$ cat src/rtl/seq_divider_6b.sv
// 6-bit unsigned restoring divider: one quotient bit per clock, MSB first.
// Results and the divide-by-zero flag are registered and held until the next completion.
module seq_divider_6b (
    input  logic       clk,
    input  logic       rst_n,
    input  logic       start,
    input  logic [5:0] dividend,
    input  logic [5:0] divisor,
    output logic [5:0] quotient,
    output logic [5:0] remainder,
    output logic       busy,
    output logic       done,
    output logic       div_by_zero
);

    typedef enum logic [1:0] {
        IDLE = 2'd0,
        CALC = 2'd1,
        DONE = 2'd2
    } state_t;

    state_t     state_reg, state_next;
    logic [2:0] count_reg, count_next;
    logic [5:0] dvd_reg, dvd_next;
    logic [5:0] dvs_reg, dvs_next;
    logic [5:0] rem_reg, rem_next;
    logic [5:0] quotient_reg, quotient_next;
    logic [5:0] remainder_reg, remainder_next;
    logic       dbz_reg, dbz_next;

    logic [6:0] partial;
    logic [6:0] diff;
    logic       ge;
    logic [5:0] rem_step;
    logic [5:0] quo_step;

    // The dividend register doubles as the quotient accumulator: each step shifts
    // out one dividend bit at the top and shifts in one quotient bit at the bottom.
    assign partial  = {rem_reg, dvd_reg[5]};
    assign diff     = partial - {1'b0, dvs_reg};
    // rem_reg < divisor keeps partial < 2*divisor, so diff[6] is exactly the borrow.
    assign ge       = ~diff[6];
    assign rem_step = ge ? diff[5:0] : partial[5:0];
    assign quo_step = {dvd_reg[4:0], ge};

    always_ff @(posedge clk or negedge rst_n) begin
        if (!rst_n) begin
            state_reg <= IDLE;
        end else begin
            state_reg <= state_next;
        end
    end

    always_ff @(posedge clk or negedge rst_n) begin
        if (!rst_n) begin
            count_reg     <= 3'd0;
            dvd_reg       <= 6'd0;
            dvs_reg       <= 6'd0;
            rem_reg       <= 6'd0;
            quotient_reg  <= 6'd0;
            remainder_reg <= 6'd0;
            dbz_reg       <= 1'b0;
        end else begin
            count_reg     <= count_next;
            dvd_reg       <= dvd_next;
            dvs_reg       <= dvs_next;
            rem_reg       <= rem_next;
            quotient_reg  <= quotient_next;
            remainder_reg <= remainder_next;
            dbz_reg       <= dbz_next;
        end
    end

    always_comb begin
        state_next     = state_reg;
        count_next     = count_reg;
        dvd_next       = dvd_reg;
        dvs_next       = dvs_reg;
        rem_next       = rem_reg;
        quotient_next  = quotient_reg;
        remainder_next = remainder_reg;
        dbz_next       = dbz_reg;

        case (state_reg)
            CALC: begin
                rem_next   = rem_step;
                dvd_next   = quo_step;
                count_next = count_reg + 3'd1;
                if (count_reg == 3'd5) begin
                    state_next     = DONE;
                    quotient_next  = quo_step;
                    remainder_next = rem_step;
                    dbz_next       = 1'b0;
                end
            end
            default: begin
                // IDLE and DONE both accept a new request; DONE lasts one cycle.
                state_next = IDLE;
                if (start) begin
                    if (divisor == 6'd0) begin
                        state_next     = DONE;
                        quotient_next  = 6'h3F;
                        remainder_next = dividend;
                        dbz_next       = 1'b1;
                    end else begin
                        state_next = CALC;
                        dvd_next   = dividend;
                        dvs_next   = divisor;
                        rem_next   = 6'd0;
                        count_next = 3'd0;
                    end
                end
            end
        endcase
    end

    assign busy        = (state_reg == CALC);
    assign done        = (state_reg == DONE);
    assign quotient    = quotient_reg;
    assign remainder   = remainder_reg;
    assign div_by_zero = dbz_reg;

endmodule
$ cat config.mk
export PLATFORM = sky130hd
export DESIGN_NAME = seq_divider_6b
export DESIGN_NICKNAME = d
export VERILOG_FILES = /design/src/rtl/seq_divider_6b.sv
export SDC_FILE = /design/constraint.sdc
export NUM_CORES = 1
export LEC_CHECK = 0
export CAP_MARGIN = 20
export CORE_MARGIN = 2
export CORE_UTILIZATION = 55
export DETAILED_ROUTE_END_ITERATION = 12
export DONT_BUFFER_PORTS = 1
export GPL_TIMING_DRIVEN = 0
export PLACE_DENSITY = 0.68
export REMOVE_ABC_BUFFERS = 1
export SETUP_SLACK_MARGIN = 0.4
export SLEW_MARGIN = 20
export SYNTH_ARGS = -nofsm -noshare
export SYNTH_HDL_FRONTEND = slang
export SYNTH_SLANG_ARGS = --single-unit
$ cat constraint.sdc
create_clock -name clk -period 3.3 [get_ports clk]
set_input_delay 0.99 -clock clk [delete_from_list [all_inputs] [get_ports clk]]
set_output_delay 0.99 -clock clk [all_outputs]
set_load 0.1 [all_outputs]
# Word level (Yosys, flattened, before mapping)
# Index checks and enable logic that the tools add are counted.
[classes] add_sub_neg=2 multipliers=0 div_mod_pow=0 order_cmp=0 n_eq_ne=5 n_shift=0 mux=26 n_bitwise=3 n_reduce_logical=6
[op_table] operator="2-to-1 mux 6 bit" n=15
[op_table] operator="2-to-1 mux 3 bit" n=3
[op_table] operator="2-to-1 mux 2 bit" n=4
[op_table] operator="subtractor 7 x 6 -> 7 bit" n=1
[op_table] operator="logical NOT 6 bit" n=1
[op_table] operator="AND reduction 3 bit" n=2
[op_table] operator="2-to-1 mux 1 bit" n=4
[op_table] operator="nonzero test 2 bit" n=2
[op_table] operator="adder 3 x 1 -> 3 bit, second input constant" n=1
[op_table] operator="equality test 3 bit, second input constant" n=1
[op_table] operator="NOT 1 bit" n=3
[op_table] operator="equality test 2 x 1 -> 1 bit, second input constant" n=1
[op_table] operator="equality test 2 bit, second input constant" n=1
[op_table] operator="!= test 2 x 1 -> 1 bit, second input constant" n=1
[op_table] operator="!= test 2 bit, second input constant" n=1
[op_table] operator="AND reduction 2 bit" n=1
[word_totals] register_bits=36 latch_bits=0 mem_bits_rw=0 romBits=0 output_inout_bits=15 n_memories=0

# Logic depth before layout (Yosys ltp)
# Gate-level depths: netlist of run 1.
[depth] ltp_word=4 mapped_depth=11 ltp_nobuf=10

# Least setup slack after synthesis of run 1
# No wires, ideal clock.
[synth_path] kind="register -> output" from="reg state_reg[0]" to="out done" arrival_ps=1701 path_slack_ps=609 path_stages_with_launch=2 cell_sequence="dfrtp_1 -> nor2b_1"
[synth_between] elab_chain_len=1
[synth_rtl] item="start, declared" line="22" text="state_t state_reg, state_next;"
[synth_rtl] item="start signal, assigned" line="50" text="state_reg <= state_next;"
[synth_rtl] item="equality test 2 bit" line="118" text="assign done = (state_reg == DONE);"
[synth_rtl] item="end, declared" line="12" text="output logic done,"
# Every way passes these cells.

# Final worst setup path of run 1
# Same ends and word-level chain as after synthesis.

==> reports/qor.txt, run 1 <==
status: completed
list of most frequent post-synthesis cells: dfrtp_1 (36), nor2_1 (19), a21oi_1 (18)
Synth area leaders: dfrtp_1 (49%), ha_1 (5.4%), a21oi_1 (4.9%)
largest net degree at the start of global routing: 37
post-route ant nets: 0
highest metal used: met4
fin crit period: 2580 ps
startpoint types: register
Finish-stage setup viols: 0
Routed wire per std cell: 15.5 µm
CTS Root Buffer Type: clkbuf_4
Reg clk slew, reported paths: 110 ps
Routed met1 length: 1630 µm
die span in x: 61.9 µm
vias in the first global route: 1242
Via Count: 1323
worst-margin pin slew: 1060 ps
critical path class: reg -> out
I/O pin total: 30
drt first pass iters: 4
CTS buffer count: 5
drt total wl: 3630 µm
# clock sinks: 36
Non-Filler Instances: 234
Seq cells post-synth: 36
GRT overflow: 0
first-pass GRT wire length: 5730 µm
H-tree depth: 2
number of DRC violations after detailed-routing iteration 0: 74
initial antenna violation count: 0
Initial Util: 56.1%
worst path bufs/invs: 0
Skew-Pair Late Insertion Delay: 340 ps
count leader, synth: dfrtp_1
fmax: 0.387 GHz
Crit-path slowest cell: nor2b_2
clock buffer depth: 2
syn avg cell area: 9.91 µm²
CP max FO: 2
die area: 0.00383 mm²
nets@finish: 211
ys flop type: dfrtp_1
post-synth cell types: 40
CP Capture Type: primary output
ratio of cells with drive above 1 in the final layout: 11.7%
crit share post-route: 78.2%
CTS tree: yes
Critical Path AT: 1590 ps
routability cong.: 0.762
count of pins over their slew limit: 0
routed wl met2: 1760 µm
core box area: 0.00328 mm²
delay-heaviest family, CP: simple AND/OR/NAND/NOR gates
Synth Instances: 186
die height: 61.9 µm
GRT Resource Usage Total: 21.5%
area share of the largest cell type after synthesis: 48.9%
Reg2Reg Setup Slack: 860 ps
CP cell instances: nor2b_2
Seq/Total Area, Yosys: 48.9%
Ys Warns: 0
Vias/cell: 5.65
largest area contributor in the netlist: dfrtp_1
HPWL after DPL: 2760 µm
I/O Buffers: 0
DRC viols: 0
Req. time, crit path: 2310 ps
Async SR Flop Fraction: 100%
Clock Skew: 5.62 ps
P&R area growth vs syn: 5.97%
WL met3: 179 µm
Inst Count DP: 226
cts hold-fix bufs: 0
FP Rows: 21
Antenna diodes: 0
final hold violations: 0
mapped cell area: 0.00184 mm²
max_cap viols: 0
Slew headroom: 29.1%
HP Class: in -> async
Worst path max stage delay: 830 ps
RSZ-0062 raised after global routing: false
Post-synth EDFFs: 0
cell families (layout without fill, tap and decap cells):
logic type                 Yosys count  after routing  share of synthesized area, %
AOI/OAI and AO/OA                   51             51                          17.4
xor gates and xnor gates             3              3                          1.43
adders and majority gates            9              9                          6.52
buffers and inverters               19             21                          4.48
DFF                                 36             36                          48.9
muxes                               11             11                          6.38
and+or+nand+nor                     57             57                          14.9
path summary, 6_finish.rpt:
kind | depth (start not counted) | start | to
setup / recovery | 1 | state_reg[0] | done
hold / removal | 0 | rst_n | div_by_zero
setup reg to reg | 10 | dvd_reg[5] | remainder[5]
hold reg to reg | 1 | dvs_reg[4] | dvs_reg[4]
max in group asynchronous | 0 | rst_n | rem_reg[0]
min in group clk | 1 | dvs_reg[4] | dvs_reg[4]
metal layers:
layer  vias up  GRT usage [%]
met5         -              0
met4         0           7.90
met3         9           7.66
met2        30           33.7
met1       627           27.5
li1        657              -
worst register-to-register path, cell delays in order, from the launching register on:
cell and delay [ps]:
dfrtp_1 450, inv_1 80, ha_1 160, inv_1 50, fa_1 400, a21o_2 230, and4_4 200, o21ai_4 170
and2_4 230, a31oi_1 120, a211oi_1 260
area by class of cell:
cell class	count	area [µm²]
fill	304	1330
sequential	36	901
multi-input combinational	131	865
tap	46	57.6
inverter	13	53.8
clock buffer	6	41.3
clock inverter	2	35.0
cells in the final DEF, fill, tap and decap left out, drive strengths merged, types with 2 or more instances in the layout:
cell type,count
dfrtp,36
nor2,19
a21oi,19
nand2,16
inv,12
o21ai,10
ha,8
a31oi,7
mux2,6
nand3,6
clkbuf,6
mux2i,5
xnor2,3
o22ai,3
and3,3
and2,3
nand4,2
o21a,2
o211ai,2
or3,2
nand2b,2
clkinv,2
nor2b,2
a21o,2
timing repair:
| item | CTS | global route |
|---|---|---|
| setup endpoints to repair | 20 | 0 |
| buffers inserted | 0 | 0 |
| gates resized for setup | 3 | 0 |
| endpoints found under the hold margin | 0 | 0 |
per-stage QoR:
stage | instance area [µm²] | hold WS [ps] | setup TNS [ps] | setup WS [ps] | utilization [%]
6_report | 1950 | 325 | 0 | 718 | 59.5
5_1_grt | 1950 | 287 | 0 | 617 | 59.5
4_1_cts | 1950 | 317 | 0 | 713 | 59.5
3_5_place_dp | 1870 | 498 | -4310 | -426 | 56.9
3_3_place_gp | 1870 | 491 | -3940 | -396 | 56.8
2_1_floorplan | 1810 | 474 | 0 | 332 | -
Power of run 1 is not shown: default switching activity piles up to over one toggle a cycle in this logic, so the estimate is an artifact.
==> run 2, diff against run 1 <==
--- a/config.mk
+++ b/config.mk
@@ -11,7 +11,7 @@
 export DETAILED_ROUTE_END_ITERATION = 12
 export DONT_BUFFER_PORTS = 1
 export GPL_TIMING_DRIVEN = 0
-export PLACE_DENSITY = 0.68
+export PLACE_DENSITY = 0.71
 export REMOVE_ABC_BUFFERS = 1
 export SETUP_SLACK_MARGIN = 0.4
 export SLEW_MARGIN = 20
==> constraint.sdc (replaced) <==
create_clock -name clk -period 2.22 [get_ports clk]
set_input_delay 0.666 -clock clk [delete_from_list [all_inputs] [get_ports clk]]
set_output_delay 0.666 -clock clk [all_outputs]
set_load 0.1 [all_outputs]
==> reports/qor.txt, run 2 (synthesis gave the netlist of run 1 again) <==
fmax: 0.425 GHz
worst-margin pin slew: 614 ps
failing checks: negative setup slack
die height: 61.9 µm
R2R depth: 11
RSZ-0062 raised after global routing: true
most common cell after layout, fill and taps aside: dfrtp_1
crit share post-route: 106%
CTS buffer count: 5
GRT overflow: 0
largest net degree at the start of global routing: 37
Worst R2R Start: dvd_reg[5]
HPWL after DPL: 2760 µm
startpoint types: register
CP max FO: 6
Req. time, crit path: 2460 ps
Critical Path AT: 2590 ps
number of DRC violations after detailed-routing iteration 0: 84
HP Class: in -> async
fin crit period: 2350 ps
Slew headroom: 59.0%
core box area: 0.00328 mm²
CP Capture Type: register
# clock sinks: 36
Reg clk slew, reported paths: 110 ps
drt first pass iters: 4
die area: 0.00383 mm²
FP Rows: 21
post-route ant nets: 0
count of pins over their slew limit: 0
I/O Buffers: 0
CTS Root Buffer Type: clkbuf_4
Via Count: 1539
vias in the first global route: 1472
I/O pin total: 30
first-pass GRT wire length: 6630 µm
final hold violations: 0
TNS Setup: -1280 ps
ratio of cells with drive above 1 in the final layout: 33.7%
CP endpoint: rem_reg[3]
Reg2Reg Setup Slack: -130 ps
Routed wire per std cell: 18.4 µm
routability cong.: 0.857
most frequent cells in the layout: dfrtp_1 (22), nor2_1 (19), a21oi_1 (15), nand2_1 (14), dfrtp_2 (14)
Skew-Pair Late Insertion Delay: 350 ps
critical path class: reg -> reg
fin worst setup slack: -135 ps
status: complete, but fails checks
drt total wl: 4620 µm
GRT Resource Usage Total: 24.4%
max_cap viols: 0
CTS tree: yes
Critical path origin: dvd_reg[5]
nets@finish: 228
FILL cells: 254
Vias/cell: 6.13
Reg area: 918 µm²
die span in x: 61.9 µm
Antenna diodes: 0
Initial Util: 56.1%
clock buffer depth: 2
worst r2r dst: rem_reg[3]
Finish-stage setup viols: 14
H-tree depth: 2
Clock Skew: 6.75 ps
DRC viols: 0
initial antenna violation count: 0
Multi-input gate area: 971 µm²
P&R area growth vs syn: 21.0%
## run 2: changes by cell type in the layout (fill, tap and decap cells not counted), moves of 4 or more
cell	change
dfrtp_1	-14
buf_4	+11
dfrtp_2	+14
o21ai_1	+4
o21ai_0	-5
## run 2: area by class of cell
type | instances | share of cell area [%]
Sequential cell | 36 | 41.2
Timing Repair Buffer | 15 | 6.12
Tap cell | 46 | 2.58
Clock inverter | 2 | 1.57
Multi-Input combinational cell | 132 | 43.5
Inverter | 13 | 2.75
Timing Repair inverter | 1 | 0.393
Clock buffer | 6 | 1.85
## run 2: timing repair
item,CTS,global route
hold buffers,1,0
cloned,0,2
hold endpoints to repair,36,0
setup endpoints to repair,45,38
setup buffers,6,8
gates resized for setup,36,11
pin swaps,8,12
## run 2: metal layers
metal  up-vias  part of all wire (%)  track usage [%]
li1        696                     -                -
met1       764                    38             28.1
met2        62                    52             39.5
met3        17                   7.0             8.28
met4         0                   3.2             14.3
met5         -                     0                0
## run 2: worst min path at each step
| stage | startpoint | to | slack (ps) | cells past startpoint |
|---|---|---|---|---|
| 5_1_grt | rst_n | remainder[4] | 120 | 1 |
| 4_1_cts | rst_n | remainder[4] | 130 | 1 |
| 3_5_place_dp | rst_n | rem_reg[4] | 370 | 0 |
| 6_report | rst_n | rem_reg[4] | 130 | 1 |
| 2_1_floorplan | rst_n | count_reg[0] | 370 | 0 |
| 3_3_place_gp | rst_n | dvs_reg[5] | 370 | 0 |
## run 2: worst max-delay path: stages (launching register included)
cell	delay [ps]
dfrtp_1	440
inv_1	80
ha_2	180
inv_2	40
fa_2	360
a21o_4	230
and4_4	200
o21ai_4	180
and2_4	230
buf_6	120
nand2b_4	110
o211ai_1	70
## run 2: metrics by stage
| step | hold WS [ps] | std cells | instance area (µm²) | util, % | setup WS [ps] |
|---|---|---|---|---|---|
| detailed placement | 372 | 226 | 1870 | 56.9 | -1500 |
| global placement | 371 | 226 | 1870 | 56.8 | -1410 |
| CTS | 129 | 241 | 2120 | 64.6 | -89.7 |
| global route | 123 | 251 | 2230 | 67.9 | -203 |
| floorplan | 370 | 180 | 1810 | - | -748 |
| finish | 133 | 251 | 2230 | 67.9 | -135 |
Power of run 2 is left out for the same reason.
==> run 3, diff against run 2 <==
--- a/config.mk
+++ b/config.mk
@@ -6,15 +6,16 @@
 export NUM_CORES = 1
 export LEC_CHECK = 0
 export CAP_MARGIN = 20
+export CELL_PAD_IN_SITES_DETAIL_PLACEMENT = 0
+export CELL_PAD_IN_SITES_GLOBAL_PLACEMENT = 1
 export CORE_MARGIN = 2
-export CORE_UTILIZATION = 55
+export CORE_UTILIZATION = 43
 export DETAILED_ROUTE_END_ITERATION = 12
 export DONT_BUFFER_PORTS = 1
 export GPL_TIMING_DRIVEN = 0
-export PLACE_DENSITY = 0.71
+export PLACE_DENSITY = 0.72
 export REMOVE_ABC_BUFFERS = 1
 export SETUP_SLACK_MARGIN = 0.4
-export SLEW_MARGIN = 20
 export SYNTH_ARGS = -nofsm -noshare
 export SYNTH_HDL_FRONTEND = slang
 export SYNTH_SLANG_ARGS = --single-unit
==> reports/qor.txt, run 3 (synthesis gave the netlist of run 1 again) <==
failing checks: negative setup slack
HPWL after DPL: 2840 µm
Inst Count DP: 230
I/O Buffers: 0
Routed wire per std cell: 18.1 µm
Antenna diodes: 0
CP Capture Type: register
Skew-Pair Late Insertion Delay: 280 ps
P&R area growth vs syn: 22.8%
CTS Root Buffer Type: clkbuf_8
ratio of cells with drive above 1 in the final layout: 33.0%
Critical Path AT: 2550 ps
core box area: 0.00406 mm²
startpoint types: register
GRT Resource Usage Total: 19.6%
die area: 0.00483 mm²
post-route ant nets: 0
Initial Util: 45.4%
Crit-path slowest cell: dfrtp_1
die span in x: 69.5 µm
# clock sinks: 36
drt total wl: 4640 µm
initial antenna violation count: 0
CP max FO: 7
count of pins over their slew limit: 0
Finish-stage setup viols: 13
Reg clk slew, reported paths: 70 ps
drt first pass iters: 4
Vias/cell: 5.61
clock buffer depth: 2
CTS buffer count: 5
most frequent cells in the layout: dfrtp_1 (22), nor2_1 (19), a21oi_1 (16), dfrtp_2 (14)
nets@finish: 229
routability cong.: 0.836
Slew headroom: 59.2%
Via Count: 1436
crit share post-route: 106%
fmax: 0.424 GHz
vias in the first global route: 1465
CP cell instances: inv_1, ha_2, inv_2, fa_2, a21o_4, and4_4, o21ai_4, and2_4, a31oi_4, a211oi_2
fin worst setup slack: -139 ps
pre-CTS WS: -1560 ps
largest net degree at the start of global routing: 37
Worst path max stage delay: 420 ps
Req. time, crit path: 2410 ps
CTS tree: yes
Design Area, Final: 0.00226 mm²
critical path class: reg -> reg
I/O pin total: 30
number of DRC violations after detailed-routing iteration 0: 98
TNS Setup: -987 ps
final hold violations: 0
max_cap viols: 0
die height: 69.5 µm
FP Rows: 23
H-tree depth: 2
RSZ-0062 raised after global routing: true
Non-Filler Instances: 256
status: complete, but fails checks
Clock Skew: 6.85 ps
GRT overflow: 0
fin crit period: 2360 ps
dpl cell area: 0.00187 mm²
worst-margin pin slew: 610 ps
HP Class: in -> async
DRC viols: 0
first-pass GRT wire length: 7270 µm
most common cell after layout, fill and taps aside: dfrtp_1
## run 3: critical path: cells and delay by family (launching register included)
family                   cells  cell delay (ps)
buffers and inverters        2              120
AO/OA/AOI/OAI                4              760
AND/OR/NAND/NOR              2              440
adder cells (fa/ha/maj)      2              540
flip-flops                   1              420
## run 3: path summary, 6_finish.rpt
check | from | end | slack [ps] | depth (start not counted)
max in group asynchronous | rst_n | quotient[0] | 2060 | 0
setup reg to reg | dvd_reg[5] | remainder[5] | -140 | 10
min in group clk | dvs_reg[2] | dvs_reg[2] | 510 | 1
hold reg to reg | dvs_reg[2] | dvs_reg[2] | 510 | 1
setup / recovery | dvd_reg[5] | remainder[5] | -140 | 10
hold / removal | rst_n | quotient[5] | 70 | 0
## run 3: stage by stage
stage          util (%)  hold WS [ps]
2_1_floorplan         -           370
3_3_place_gp       46.1           372
3_5_place_dp       46.2           372
4_1_cts            53.1          60.8
5_1_grt            55.8          53.1
6_report           55.8          69.2
## run 3: layout make-up
class	instances	area [µm²]
clock buffers	6	72.6
clock inverters	2	35.0
fillers	356	1790
inverters	13	61.3
multi-input cells	132	973
flip-flops and latches	36	918
well taps	50	62.6
repair buffers	16	131
repair inverters	1	8.76
## run 3: repair_timing
action	CTS	global route
gates resized for setup	30	17
endpoints found under the setup margin	46	30
cloned	1	1
pin swaps	4	11
hold buffers	0	0
buffers inserted	10	6
## run 3: layer usage
layer	share of wire, %	GRT usage, %	vias to the layer above
li1	-	-	699
met5	0	0	-
met2	49	30.4	33
met4	1.1	7.63	0
met3	5.5	6.83	4
met1	45	25.2	700
Power of run 3 is left out for the same reason.
